$ cat src/rtl/fetch_queue_pkg.sv
// Shared fetch-path definitions: widths, PC stride, FSM encoding and queue entry layout.
package fetch_queue_pkg;

    localparam int ADDR_W  = 64;
    localparam int INST_W  = 32;
    localparam int PC_INCR = 4;

    typedef enum logic [1:0] {
        ST_IDLE  = 2'd0,
        ST_WAIT  = 2'd1,
        ST_FLUSH = 2'd2
    } fetch_state_e;

    typedef struct packed {
        logic [ADDR_W-1:0] pc;
        logic [INST_W-1:0] inst;
    } fetch_entry_t;

    // Sequential fetch address; wraps silently at the top of the address space.
    function automatic logic [ADDR_W-1:0] pc_inc(input logic [ADDR_W-1:0] pc);
        return pc + ADDR_W'(PC_INCR);
    endfunction

endpackage

$ cat src/rtl/fetch_queue_if.sv
// Instruction-memory request channel and instruction-delivery channel of the fetch queue.
interface fetch_queue_if;
    import fetch_queue_pkg::*;

    logic              imem_req;
    logic [ADDR_W-1:0] imem_addr;
    logic              imem_ack;
    logic [INST_W-1:0] imem_data;
    logic              inst_valid;
    logic [INST_W-1:0] inst_data;
    logic [ADDR_W-1:0] inst_pc;
    logic              inst_ready;

    modport master (
        output imem_req, imem_addr,
        input  imem_ack, imem_data,
        output inst_valid, inst_data, inst_pc,
        input  inst_ready
    );

    modport slave (
        input  imem_req, imem_addr,
        output imem_ack, imem_data,
        input  inst_valid, inst_data, inst_pc,
        output inst_ready
    );

endinterface

$ cat src/rtl/fetch_queue_fifo.sv
// Circular buffer of {pc, instruction} entries with push, pop, flush and occupancy count.
module fetch_fifo
    import fetch_queue_pkg::*;
#(
    parameter int DEPTH = 4
) (
    input  logic                     CLK,
    input  logic                     resetl,
    input  logic                     flush_i,
    input  logic                     push_i,
    input  fetch_entry_t             push_data_i,
    input  logic                     pop_i,
    output fetch_entry_t             head_o,
    output logic [$clog2(DEPTH):0]   count_o
);

    localparam int PTR_W = $clog2(DEPTH);
    localparam int CNT_W = PTR_W + 1;

    fetch_entry_t       mem_q [DEPTH];
    logic [PTR_W-1:0]   wr_ptr_q, wr_ptr_d;
    logic [PTR_W-1:0]   rd_ptr_q, rd_ptr_d;
    logic [CNT_W-1:0]   count_q, count_d;

    always_comb begin
        wr_ptr_d = wr_ptr_q;
        rd_ptr_d = rd_ptr_q;
        count_d  = count_q;
        if (flush_i) begin
            wr_ptr_d = '0;
            rd_ptr_d = '0;
            count_d  = '0;
        end else begin
            if (push_i) wr_ptr_d = wr_ptr_q + PTR_W'(1);
            if (pop_i)  rd_ptr_d = rd_ptr_q + PTR_W'(1);
            count_d = count_q + CNT_W'(push_i) - CNT_W'(pop_i);
        end
    end

    always_ff @(posedge CLK) begin
        if (!resetl) begin
            wr_ptr_q <= '0;
            rd_ptr_q <= '0;
            count_q  <= '0;
        end else begin
            wr_ptr_q <= wr_ptr_d;
            rd_ptr_q <= rd_ptr_d;
            count_q  <= count_d;
        end
    end

    // Storage carries data only; validity is tracked entirely by the pointers and count.
    always_ff @(posedge CLK) begin
        if (push_i && !flush_i) mem_q[wr_ptr_q] <= push_data_i;
    end

    assign head_o  = mem_q[rd_ptr_q];
    assign count_o = count_q;

endmodule

$ cat src/rtl/fetch_queue.sv
// Instruction fetch queue: one-outstanding-request fetch FSM feeding a small in-order FIFO.
module fetch_queue
    import fetch_queue_pkg::*;
#(
    parameter int DEPTH = 4
) (
    input  logic                   CLK,
    input  logic                   resetl,
    input  logic [ADDR_W-1:0]      startpc,
    input  logic                   redirect,
    input  logic [ADDR_W-1:0]      redirect_pc,
    fetch_queue_if.master          bus,
    output logic [$clog2(DEPTH):0] count
);

    localparam int CNT_W = $clog2(DEPTH) + 1;
    localparam logic [CNT_W-1:0] DEPTH_C = CNT_W'(DEPTH);

    fetch_state_e      state_q, state_d;
    logic [ADDR_W-1:0] fetch_pc_q, fetch_pc_d;
    logic              req_q, req_d;
    logic [ADDR_W-1:0] addr_q, addr_d;

    logic              ack;
    logic              push;
    logic              pop;
    logic [CNT_W-1:0]  post_cnt;
    fetch_entry_t      push_entry;
    fetch_entry_t      head;

    // An ack is only meaningful while our request is on the bus.
    assign ack      = req_q && bus.imem_ack;
    assign pop      = bus.inst_valid && bus.inst_ready && !redirect;
    assign post_cnt = count + CNT_W'(1) - CNT_W'(pop);

    assign push_entry.pc   = fetch_pc_q;
    assign push_entry.inst = bus.imem_data;

    always_comb begin
        state_d    = state_q;
        fetch_pc_d = fetch_pc_q;
        req_d      = req_q;
        addr_d     = addr_q;
        push       = 1'b0;
        unique case (state_q)
            ST_IDLE: begin
                if (redirect) begin
                    fetch_pc_d = redirect_pc;
                end else if (count < DEPTH_C) begin
                    req_d   = 1'b1;
                    addr_d  = fetch_pc_q;
                    state_d = ST_WAIT;
                end
            end
            ST_WAIT: begin
                if (redirect) begin
                    fetch_pc_d = redirect_pc;
                    if (ack) begin
                        req_d   = 1'b0;
                        state_d = ST_IDLE;
                    end else begin
                        state_d = ST_FLUSH;
                    end
                end else if (ack) begin
                    push       = 1'b1;
                    fetch_pc_d = pc_inc(fetch_pc_q);
                    if (post_cnt < DEPTH_C) begin
                        addr_d = pc_inc(fetch_pc_q);
                    end else begin
                        req_d   = 1'b0;
                        state_d = ST_IDLE;
                    end
                end
            end
            ST_FLUSH: begin
                // The stale request must complete on the bus before a new one can start.
                if (redirect) fetch_pc_d = redirect_pc;
                if (ack) begin
                    req_d   = 1'b0;
                    state_d = ST_IDLE;
                end
            end
            default: begin
                req_d   = 1'b0;
                state_d = ST_IDLE;
            end
        endcase
    end

    always_ff @(posedge CLK) begin
        if (!resetl) begin
            state_q    <= ST_IDLE;
            fetch_pc_q <= startpc;
            req_q      <= 1'b0;
            addr_q     <= '0;
        end else begin
            state_q    <= state_d;
            fetch_pc_q <= fetch_pc_d;
            req_q      <= req_d;
            addr_q     <= addr_d;
        end
    end

    fetch_fifo #(
        .DEPTH(DEPTH)
    ) u_fifo (
        .CLK         (CLK),
        .resetl      (resetl),
        .flush_i     (redirect),
        .push_i      (push),
        .push_data_i (push_entry),
        .pop_i       (pop),
        .head_o      (head),
        .count_o     (count)
    );

    assign bus.imem_req   = req_q;
    assign bus.imem_addr  = addr_q;
    assign bus.inst_valid = (count != '0);
    assign bus.inst_data  = head.inst;
    assign bus.inst_pc    = head.pc;

endmodule

$ cat src/flat_wrapper.sv
// flat-port wrapper written by rule: the top's interface ports become plain ports
module fetch_queue_flat import fetch_queue_pkg::*;
#(
    parameter int DEPTH = 4
)
  (CLK, resetl, startpc, redirect, redirect_pc, count, bus_imem_req, bus_imem_addr, bus_imem_ack, bus_imem_data, bus_inst_valid, bus_inst_data, bus_inst_pc, bus_inst_ready);
  fetch_queue_if bus_i ();
  input  logic CLK;
  input  logic resetl;
  input  logic [ADDR_W-1:0] startpc;
  input  logic redirect;
  input  logic [ADDR_W-1:0] redirect_pc;
  output logic [$clog2(DEPTH):0] count;
  output wire logic [$bits(bus_i.imem_req)-1:0] bus_imem_req;
  output wire logic [$bits(bus_i.imem_addr)-1:0] bus_imem_addr;
  input wire logic [$bits(bus_i.imem_ack)-1:0] bus_imem_ack;
  input wire logic [$bits(bus_i.imem_data)-1:0] bus_imem_data;
  output wire logic [$bits(bus_i.inst_valid)-1:0] bus_inst_valid;
  output wire logic [$bits(bus_i.inst_data)-1:0] bus_inst_data;
  output wire logic [$bits(bus_i.inst_pc)-1:0] bus_inst_pc;
  input wire logic [$bits(bus_i.inst_ready)-1:0] bus_inst_ready;
  assign bus_imem_req = bus_i.imem_req;
  assign bus_imem_addr = bus_i.imem_addr;
  assign bus_i.imem_ack = bus_imem_ack;
  assign bus_i.imem_data = bus_imem_data;
  assign bus_inst_valid = bus_i.inst_valid;
  assign bus_inst_data = bus_i.inst_data;
  assign bus_inst_pc = bus_i.inst_pc;
  assign bus_i.inst_ready = bus_inst_ready;
  fetch_queue #(.DEPTH(DEPTH)) u_core (.CLK(CLK), .resetl(resetl), .startpc(startpc), .redirect(redirect), .redirect_pc(redirect_pc), .bus(bus_i), .count(count));
endmodule
$ cat config.mk
export PLATFORM = sky130hd
export DESIGN_NAME = fetch_queue_flat
export DESIGN_NICKNAME = d
export VERILOG_FILES = /design/src/rtl/fetch_queue_pkg.sv /design/src/rtl/fetch_queue_if.sv /design/src/rtl/fetch_queue_fifo.sv /design/src/rtl/fetch_queue.sv /design/src/flat_wrapper.sv
export SDC_FILE = /design/constraint.sdc
export NUM_CORES = 1
export LEC_CHECK = 0
export ABC_CLOCK_PERIOD_IN_PS = 3100
export BUFFER_PORTS_ARGS = -buffer_cell sky130_fd_sc_hd__buf_2
export CORE_ASPECT_RATIO = 1.2
export CORE_MARGIN = 8
export CORE_UTILIZATION = 50
export DETAILED_ROUTE_END_ITERATION = 8
export GPL_ROUTABILITY_DRIVEN = 0
export HOLD_SLACK_MARGIN = 0.15
export PLACE_DENSITY = 0.84
export SLEW_MARGIN = 10
export SYNTH_ARGS = -nofsm -noshare
export SYNTH_HDL_FRONTEND = slang
export SYNTH_SLANG_ARGS = --single-unit
$ cat constraint.sdc
create_clock -name CLK -period 3.1 [get_ports CLK]
set_input_delay 0.155 -clock CLK [delete_from_list [all_inputs] [get_ports CLK]]
set_output_delay 0.155 -clock CLK [all_outputs]
set_load 0.005 [all_outputs]
Word-level counts from Yosys, hierarchy flattened
Memory sizes are Yosys's and may differ from the RTL's. A register that Yosys moved wholly into a read port is not among the register bits.
Cells that the tools add are included.

storage, ports and cells
  bits in registers = 138
  input port bits = 165
  bits in writable memories = 384
  memories = 1
  bits in latches = 0
  bits in read-only memories = 0

memory list
  name                 words  bits a word  read ports  clocked after Yosys merged registers in  wr ports  RTL line                source
  u_core.u_fifo.mem_q  4      96           1           1                                        1         fetch_queue_fifo.sv:20  fetch_entry_t mem_q [DEPTH];

cells by class
  div/mod/pow operators = 0
  bitwise logic cells = 1
  reductions and logical operators = 14
  multiplexer cells = 33
  multipliers = 0
  magnitude comparators = 2
  $add $sub $neg = 7
  equality and inequality tests = 13
  shifts and indexed selects = 0

operators with widths
  operator                                                                  count
  64-bit two-way mux                                                        9
  64-bit case mux with 2 select lines                                       2
  64-bit by 3-bit adder with 64-bit output (second input constant)          1
  2-bit two-way mux                                                         9
  1-bit two-way mux                                                         11
  3-bit by 2-bit inequality test with 1-bit output (second input constant)  3
  2-bit by 1-bit inequality test with 1-bit output (second input constant)  4
  3-bit < comparator (second input constant)                                2
  2-bit case mux with 3 select lines                                        1
  6-bit AND reduction                                                       1
  3-bit by 1-bit subtractor with 3-bit output                               2
  5-bit AND reduction                                                       1
  2-bit by 1-bit adder with 2-bit output (second input constant)            2
  1-bit logical AND                                                         4
  2-bit inequality test (second input constant)                             2
  4-bit by 3-bit inequality test with 1-bit output (second input constant)  1
  4-bit AND reduction                                                       1
  2-bit OR reduction                                                        2
  3-bit by 1-bit adder with 3-bit output                                    1
  3-bit by 1-bit adder with 3-bit output (second input constant)            1
  3-bit inequality test (second input constant)                             1
  1-bit case mux with 3 select lines                                        1
  3-bit AND reduction                                                       1
  3-bit nonzero test                                                        1
  other kinds (6)                                                           6

Logic depth before layout (Yosys ltp)
  depth in word-level cells = 9
  depth in mapped cells = 10

Cells and area by module
A second synthesis with hierarchy kept.

second synthesis, totals
  cells, all modules = 1462
  area total of the unflattened synthesis = 22135.0 µm²

modules (own cells, without submodules)
  module       instances  cells an instance  area each (µm²)
  fetch_fifo   1          547                14290.0
  fetch_queue  1          915                7845.0

Least setup slack after synthesis
OpenSTA, ideal clock, no wires.

  kind = reg-to-reg
  from = register u_core.state_q[0]
  to = memory u_core.u_fifo.mem_q[0][0] (netlist bit), enable pin
  buffers on the path = 1
  setup slack = -0.357 ns
  required time = 2.634 ns
  stages on the path, launching flop included = 4
  arrival = 2.991 ns
  cell sequence = dfxtp_1 buf_2 and3_1 and3_1

between the ends
  longest elaborated chain between the ends = 5

RTL lines
  element                                         RTL line                source
  start, declared                                 fetch_queue.sv:19       fetch_state_e state_q, state_d;
  start signal, assigned                          fetch_queue.sv:97       state_q <= state_d;
  2-bit by 1-bit equality test with 1-bit output  -
  1-bit two-way mux                               fetch_queue.sv:45       unique case (state_q)
  1-bit logical AND                               fetch_queue_fifo.sv:54  if (push_i && !flush_i) mem_q[wr_ptr_q] <= push_data_i;
  1-bit two-way mux                               fetch_queue_fifo.sv:54
  1-bit two-way mux (not written as such)         fetch_queue_fifo.sv:54
  end, declared                                   fetch_queue_fifo.sv:20

No other way between the ends.

Final worst setup path
  from = register u_core.fetch_pc_q[12]
  to = register u_core.fetch_pc_q[16], data pin

between the ends
  longest elaborated chain between the ends = 5

RTL lines
  element                                   RTL line               source
  start, declared                           fetch_queue.sv:20      logic [ADDR_W-1:0] fetch_pc_q, fetch_pc_d;
  start signal, assigned                    fetch_queue.sv:93      fetch_pc_q <= startpc;
  start signal, assigned                    fetch_queue.sv:98      fetch_pc_q <= fetch_pc_d;
  64-bit by 3-bit adder with 64-bit output  fetch_queue_pkg.sv:21  return pc + ADDR_W'(PC_INCR);
  64-bit two-way mux                        fetch_queue.sv:64      end else if (ack) begin
  64-bit two-way mux                        fetch_queue.sv:56      if (redirect) begin
  64-bit case mux with 2 select lines       fetch_queue.sv:45
  64-bit two-way mux                        fetch_queue.sv:91      if (!resetl) begin

No other way between the ends. The select of a mux whose other input is x is not followed.
A chain may end at the register's enable or synchronous reset.

==> flow_metrics.env <==
export IMPL_status="finished clean"
export IMPL_cts_tree="done"
export IMPL_clk_latency_ns=0.57
export IMPL_die_w_um=207.5
export IMPL_drv_cap=0
export IMPL_fin_cells=2569
export IMPL_io_pins=330
export IMPL_clkTransAtPathRegs_ns=0.07
export IMPL_wirelength_um=65910
export IMPL_nNetsFinal=2142
export IMPL_syn_to_final_growth_pct=27.30
export IMPL_synthCells=1456
export IMPL_firstDrtPassIters=5
export IMPL_slew_headroom_pct=54.50
export IMPL_end_kind="flip-flop"
export IMPL_antenna_found_initial=4
export IMPL_synth_edf_count=448
export IMPL_die_area_mm2=0.05100
export IMPL_grt_pass1_wl_um=96610
export IMPL_max_stage_delay_ns=0.56
export IMPL_worstMarginPinSlew_ns=0.6769
export IMPL_vdd_drop_max_mv=0.3496
export IMPL_grt_pass1_vias=15740
export IMPL_p_per_area_mw_per_mm2=566.8
export IMPL_synth_commonest_cells="448 x edfxtp_1, 103 x nor2_1, 96 x mux4_2"
export IMPL_synth_top_cell_area_share_pct=61.15
export IMPL_dpl_hpwl_um=40740
export IMPL_drc=0
export IMPL_yosysWarnings=0
export IMPL_r2r_setup_slack_ns=0.03
export IMPL_syn_nets=1629
export IMPL_synth_largest_area_cell="edfxtp_1"
export IMPL_grt_max_degree=117
export IMPL_antenna_left=0
export IMPL_placement_io_buffers=329
export IMPL_detailroute_via_count=15570
export IMPL_cts_root_buf="clkbuf_16"
export IMPL_grt_overflow_total=0
export IMPL_design_power_total_mw=15.88
export IMPL_ctsHtreeMaxLevel=2
export IMPL_slew_violations=0
export IMPL_gr_usage_all_layers_pct=24.82
export IMPL_worst_path_max_delay_cell="dlygate4sd3_1"
export IMPL_path_class="flip-flop to flip-flop"
export IMPL_viasPerCell=6.061
export IMPL_clock_fmax_mhz=326.2
export IMPL_crit_fanout=8
export IMPL_dp_cells=2294
export IMPL_numCtsBuffers=49
export IMPL_rows=84
export IMPL_static_leakage_power_nw=9.874
export IMPL_crit_required_ns=3.41
export IMPL_drtIter0Drc=1730
export IMPL_holdWs_ns=0.1708
export IMPL_yosysUniqueCellTypes=54
export IMPL_min_path_type="primary input to flip-flop"
export IMPL_timing_hold_violations_final=0
export IMPL_ys_ff_latch=524
export IMPL_synthArstFlopShare_pct=0
export IMPL_synth_flop_cell="edfxtp_1"
export IMPL_synth_area_top_cells="edfxtp_1 61%, mux4_2 9.8%, dfxtp_1 6.9%, xnor2_1 3.3%, o21ai_0 1.9%"
export IMPL_dpl_cell_area_mm2=0.02454
export IMPL_cts_sinks=524
export IMPL_period_share_pct=98.89
export IMPL_min_period_ns=3.066
export IMPL_synth_most_common_cell="edfxtp_1"
export IMPL_fin_skew_ns=0.01774
export IMPL_critPathTopFamily="simple AND/OR/NAND/NOR gates"
export IMPL_fp_dieH_um=245.8
export IMPL_crit_buf_inv=2
export IMPL_synth_seq_area_share_pct=68.06
export IMPL_avgRoutedWirePerCell_um=25.66
export IMPL_final_area_mm2=0.02801
export IMPL_cp_start_kind="flip-flop"
export IMPL_path_cells="nand4_2 -> nor2_1 -> buf_4 -> nand3_1 -> xor2_1 -> a21oi_1 -> a21o_1 -> dlygate4sd3_1"
export IMPL_cts_max_path_buffers=3
export IMPL_initial_core_util_pct=50.44
export IMPL_core_mm2=0.04362
export IMPL_syn_area_mm2=0.02200
export IMPL_finalSetupViolations=0
export IMPL_layout_drive_gt1_share_pct=29.90
export IMPL_avgSynthCellArea_um2=15.11
export IMPL_worstPathArrival_ns=3.38
export IMPL_fillers=2954
[path summary, 6_finish.rpt]
check                           depth (start not counted)                                 start                                    to
worst min register to register                          2  u_core.bus.imem_addr[7]$_SDFFE_PN0P_  u_core.bus.imem_addr[7]$_SDFFE_PN0P_
worst min-delay path                                    4                       redirect_pc[11]       u_core.fetch_pc_q[11]$_DFFE_PP_
worst max register to register                          8       u_core.fetch_pc_q[12]$_DFFE_PP_       u_core.fetch_pc_q[16]$_DFFE_PP_
worst max-delay path                                    8       u_core.fetch_pc_q[12]$_DFFE_PP_       u_core.fetch_pc_q[16]$_DFFE_PP_
[registers in the layout, summed over array words and instances, names as in the netlist, named ones only]
signal	count
u_core.bus.imem_addr	64
u_core.bus.imem_req	1
u_core.fetch_pc_q	64
u_core.state_q	2
u_core.u_fifo.count_o	3
u_core.u_fifo.mem_q	384
u_core.u_fifo.rd_ptr_q	2
u_core.u_fifo.wr_ptr_q	2
[cell usage in the layout (no fill, tap or decap), types with 52 or more instances in the layout]
cell type	n
a21oi_1	77
buf_2	328
buf_4	52
dfxtp_1	74
dlygate4sd3_1	163
edfxtp_1	448
mux4_2	96
nand2_1	58
nor2_1	103
o21ai_0	83
xnor2_1	84
[through the flow]
| step | setup TNS (ns) | setup slack, ns | utilization (%) |
|---|---|---|---|
| finish | 0 | 0.03438 | 64.21 |
| CTS | 0 | 0.03439 | 63.78 |
| global route | -0.001127 | -0.001127 | 64.21 |
| floorplan | 0 | 0.3967 | - |
| detailed placement | 0 | 0.2963 | 56.27 |
| global placement | 0 | 0.4149 | 56.27 |
[layer usage]
layer,track usage (%),vias up,share of wire (%)
li1,-,6630,-
met1,30.67,7628,37
met2,40.91,1077,48
met3,5.635,235,9.5
met4,12.71,0,5.5
met5,0,-,0
[what timing repair did]
| action | in CTS | in global routing |
|---|---|---|
| setup endpoints to repair | 0 | 12 |
| hold endpoints to repair | 211 | 0 |
| gates resized for setup | 0 | 6 |
| hold buffers | 163 | 0 |
| buffers inserted | 0 | 20 |
[logic make-up after synthesis]
group	after synthesis	synth area share, %
simple gates	336	7.780
fa+ha+maj	8	0.4891
flops	524	68.06
mux	103	10.17
xor+xnor	122	4.857
compound gates	231	6.273
buf+inv	132	2.371
[worst register-to-register path, delay by kind of cell, from the launching register on]
kind                      cells  cell delay [ns]
and+or+nand+nor               3             0.95
xor gates and xnor gates      1             0.22
DFF                           1             0.52
buffers and inverters         2             0.82
AOI/OAI and AO/OA             2             0.28
[where the power goes]
| part | switching [mW] | total (mW) | internal (mW) | leakage, nW |
|---|---|---|---|---|
| registers | 0.295 | 8.23 | 7.94 | 4.75 |
| logic | 0.773 | 1.41 | 0.642 | 4.32 |
| clock network | 2.61 | 6.23 | 3.62 | 0.804 |
| total | 3.67 | 15.9 | 12.2 | 9.87 |
[final cells by class]
type	count	area [µm²]	area share, %
Timing Repair Buffer	558	3955	14.12
Tap cell	559	699.4	2.497
Clock buffer	62	1328	4.740
Sequential cell	524	14980	53.49
Clock inverter	27	315.3	1.126
Inverter	36	135.1	0.4825
Antenna cell	3	7.507	0.02680
Multi-Input combinational cell	800	6586	23.52
(Power assumes the default switching activity.)
